==> config.mk <==
export PLATFORM = sky130hd
export DESIGN_NAME = serial_subtractor
export DESIGN_NICKNAME = d
export VERILOG_FILES = /design/src/rtl/serial_subtractor.sv
export SDC_FILE = /design/constraint.sdc
export NUM_CORES = 1
export LEC_CHECK = 0
export ABC_AREA = 1
export BUFFER_PORTS_ARGS = -buffer_cell sky130_fd_sc_hd__buf_2
export CORE_MARGIN = 8
export CORE_UTILIZATION = 45
export DETAILED_ROUTE_END_ITERATION = 6
export PLACE_DENSITY = 0.7
export REMOVE_ABC_BUFFERS = 1
export SLEW_MARGIN = 20
export SYNTH_ARGS = -nofsm -noshare
export SYNTH_HDL_FRONTEND = slang
export SYNTH_SLANG_ARGS = --single-unit
==> constraint.sdc <==
create_clock -name clk -period 1 [get_ports clk]
set_input_delay 0.05 -clock clk [delete_from_list [all_inputs] [get_ports clk]]
set_output_delay 0.05 -clock clk [all_outputs]
set_load 0.005 [all_outputs]
==> src/rtl/serial_subtractor.sv <==
// Bit-serial unsigned subtractor: diff = a - b (mod 2^WIDTH) plus final borrow,
// one bit per clock LSB first, with a start/busy/done handshake.
module serial_subtractor #(
  parameter int WIDTH = 4
) (
  input  logic             clk,
  input  logic             rst_n,
  input  logic             start,
  input  logic [WIDTH-1:0] a,
  input  logic [WIDTH-1:0] b,
  output logic [WIDTH-1:0] diff,
  output logic             borrow,
  output logic             busy,
  output logic             done
);
  localparam int CW = $clog2(WIDTH + 1);

  typedef enum logic [1:0] {S_IDLE, S_SHIFT, S_DONE} state_t;

  state_t           r_state, w_nxt;
  logic [WIDTH-1:0] r_a, r_b, r_diff;
  logic             r_br, r_borrow, r_busy, r_done;
  logic [CW-1:0]    r_cnt;
  logic             w_accept, w_d, w_br_n, w_last;

  // start is only honoured outside SHIFT; requests while busy are dropped
  assign w_accept = start && (r_state != S_SHIFT);
  assign w_d      = r_a[0] ^ r_b[0] ^ r_br;
  assign w_br_n   = (~r_a[0] & r_b[0]) | (~(r_a[0] ^ r_b[0]) & r_br);
  assign w_last   = (r_cnt == CW'(WIDTH - 1));

  always_comb begin
    w_nxt = r_state;
    case (r_state)
      S_IDLE:  if (start) w_nxt = S_SHIFT;
      S_SHIFT: if (w_last) w_nxt = S_DONE;
      S_DONE:  w_nxt = start ? S_SHIFT : S_IDLE;
      default: w_nxt = S_IDLE;
    endcase
  end

  always_ff @(posedge clk or negedge rst_n) begin
    if (!rst_n) begin
      r_state <= S_IDLE;
      r_busy  <= 1'b0;
      r_done  <= 1'b0;
    end else begin
      r_state <= w_nxt;
      r_busy  <= (w_nxt == S_SHIFT);
      r_done  <= (w_nxt == S_DONE);
    end
  end

  // Result shifts in from the MSB side so it is aligned after WIDTH steps
  always_ff @(posedge clk or negedge rst_n) begin
    if (!rst_n) begin
      r_a      <= '0;
      r_b      <= '0;
      r_diff   <= '0;
      r_br     <= 1'b0;
      r_borrow <= 1'b0;
      r_cnt    <= '0;
    end else if (w_accept) begin
      r_a      <= a;
      r_b      <= b;
      r_diff   <= '0;
      r_br     <= 1'b0;
      r_borrow <= 1'b0;
      r_cnt    <= '0;
    end else if (r_state == S_SHIFT) begin
      r_a    <= r_a >> 1;
      r_b    <= r_b >> 1;
      r_diff <= {w_d, r_diff[WIDTH-1:1]};
      r_br   <= w_br_n;
      r_cnt  <= r_cnt + CW'(1);
      if (w_last) r_borrow <= w_br_n;
    end
  end

  assign diff   = r_diff;
  assign borrow = r_borrow;
  assign busy   = r_busy;
  assign done   = r_done;
endmodule

==> impl_results.md <==
* Fin crit share at 111%
* Clk sink count at 21
* GPL Wtd Cong at 0.744
* Simple-Gate Fraction of Synth Area at 26.4%
* CP startpoint kind: flip-flop
* Syn avg cell area at 9.78 sq um
* Violated checks: negative setup slack
* Sw Ratio at 37.1%
* Adder-cell area share of the yosys netlist at 4.80%
* CTS tree: yes
* DR iter-0 viols at 22
* Pin count of the biggest net entering global routing at 22
* Final Util at 64.5%
* Total number of vias at 782
* Crit. End Element: flip-flop
* Setup Skew at 0.00225 ns
* Inserted Clock Buffers at 3
* Register bit total from synthesis at 21
* Non-Filler Instances at 156
* DR WL/cell at 12.6 microns
* Initial Utilization at 47.8%
* Row count at 16
* Final instance area at 1270 sq um
* Area share of xor/xnor cells in the synthesized design at 0%
* Sequential area share after synthesis at 56.0%
* WP data arrival at 1.31 ns
* Slew Viols, Final at 0
* Final Hold Fails at 0
* DR vias/cell at 5.01
* Sw Pwr at 1.31 mW
* First-pass GRT wire length at 3.18 mm
* Synth warnings at 0
* Final Total Pwr at 3.53 mW
* Vias in the first global route at 753
* CTS clk-pin slew, worst paths at 0.11 ns
* Setup CP Type: flip-flop to flip-flop
* Share of layout cells above drive strength 1 at 32.6%
* Clk network pwr share at 11.2%
* PD cells at 2790 nW/um^2
* Reg2Reg Setup Slack at -0.11 ns
* Die width at 61.7 microns
* Mapped cell area at 938 sq um
* # setup viols final at 7
* Crit-path max FO at 2
* Deepest clock path buffer count at 2
* Worst min-delay path class: input port to flip-flop
* Post-synth cell types at 13
* GRT Util Overall at 11.1%
* Fmax achieved at 900 MHz
* Ranking of synthesized cells by area: dfrtp_1 56%, nand3_1 17%, nand2_1 8.0%, buf_6 6.0%, ha_1 2.7%
* Sequential share of power at 40.0%
* Mux contribution to synthesized area at 0%
* Leak Pwr at 0.645 nW
* H-tree depth at 1
* Final setup margin at -0.111 ns
* Power Internal at 2.22 mW
* Die Ht at 61.7 microns
* Worst Hold Depth at 3
* Slew Limit Headroom at 68.9%
* RSZ-0062 raised after global routing: yes
* Worst skew pair latency at 0.29 ns
* Clock Root Buffer: clkbuf_4
* Pre-Repair DR Iteration Count at 4
* I/O pin total at 18
* Antenna Violating Nets Remaining at 0
* Placed insts at 139
* Most frequent cells in the layout: 31 x nand3_1, 21 x dfrtp_1, 20 x nand2_1, 17 x buf_2, 9 x dlygate4sd3_1
* Placed instance area at 1060 sq um
* Dpl ws at -0.184 ns
* Area grow syn2layout at 34.9%
* Post-Synthesis Cells at 96
* Most common cell after layout, fill and taps aside: nand3_1
* Synth top area share at 56.0%
* Final net count at 144
* Outcome: finished with violations
* Required @ worst endpoint at 1.20 ns
* Area taken by multi-input logic gates at 378 sq um
* Crit path time final at 1.11 ns
* Largest area contributor in the netlist: dfrtp_1
* Register area at 526 sq um
* Total die area at 3800 sq um
* Synth Area in Compound Gates at 2.93%
* Antenna diodes at 0
* Post-DP HPWL at 1.23 mm
* Worst R2R Path Depth at 3
* Final WL at 1.96 mm
* I/O Buffers at 17
* Max VDD drop at 1.19 mV
* Combinational share of power at 48.9%
* Worst-Margin Slew at 0.466 ns
* Core area at 1960 sq um
* DRC Markers at 0
* Max Cap Viol at 0
* Initial antenna violation count at 0
* Layout fillers at 175
* Gr ovfl total at 0
* Combinational family with the most area after synthesis: simple AND/OR/NAND/NOR gates
## power groups by stage
stage / Clock (mW) / Sequential [mW] / Combinational (mW)
after floorplan: 0 / 1.39 / 0.716
after CTS: 0.415 / 1.40 / 1.52
after global routing: 0.454 / 1.45 / 1.90
final: 0.395 / 1.41 / 1.73
after global placement: 0 / 1.38 / 1.34
after detailed placement: 0 / 1.40 / 1.38
## layout make-up
class / count / area share [%]
multi-input combinational: 62 / 29.8
timing repair buffer: 35 / 21.4
sequential: 21 / 41.5
inverter: 7 / 2.47
clock buffer: 4 / 2.08
tap: 27 / 2.67
## synthesized netlist by cell type
cell     instances
fa_1             1
o21ai_1          3
ha_1             2
o22ai_1          2
nand3_1         32
nand2_2          2
inv_2            1
nand2_1         20
inv_4            1
inv_1            5
buf_6            5
buf_4            1
dfrtp_1         21
## path summary, 6_finish.rpt
kind	startpoint	to
max in group asynchronous	rst_n	r_cnt[1]$_DFFE_PN0P_
worst max register to register	r_a[0]$_DFFE_PN0P_	diff[3]$_DFFE_PN0P_
worst min register to register	r_b[3]$_DFFE_PN0P_	r_b[2]$_DFFE_PN0P_
worst max-delay path	r_a[0]$_DFFE_PN0P_	diff[3]$_DFFE_PN0P_
worst min-delay path	start	r_a[3]$_DFFE_PN0P_
min in group asynchronous	rst_n	busy$_DFF_PN0_
## sequential cells by signal, indices dropped and copies added (netlist names)
| signal | flops |
|---|---|
| r_a | 4 |
| r_state | 2 |
| r_br | 1 |
| done | 1 |
| busy | 1 |
| borrow | 1 |
| diff | 4 |
| r_b | 4 |
| r_cnt | 3 |
## kinds of logic after synthesis
group           Yosys count
compound gates            5
fa+ha+maj                 3
buf+inv                  13
flops                    21
simple gates             54
## critical path, cell delays in order (launching register included)
cell and delay (ns):
dfrtp_1 0.38, inv_2 0.04, fa_1 0.53, o21ai_1 0.06
## layer usage
layer,GRT usage (%),vias up,share of wire (%)
met5,0,-,0
met4,3.90,0,0.71
met3,3.13,2,6.9
met2,18.6,20,49
met1,13.2,373,43
li1,-,387,-
## metrics by stage
step / hold slack (ns) / setup TNS (ns)
after detailed placement: 0.0303 / -0.732
after global placement: 0.0240 / -0.435
after CTS: 0.0955 / -0.465
after floorplan: -0.246 / -1.61
final: 0.107 / -0.416
after global routing: 0.116 / -0.811
## what timing repair did
action | 4_1_cts | 5_1_grt
pin swaps | 2 | 6
setup buffers | 1 | 3
hold buffers | 9 | 0
gates resized for setup | 9 | 6
endpoints found under the setup margin | 15 | 15
hold endpoints to repair | 29 | 0
No activity file was read; power rests on OpenSTA's default activity.
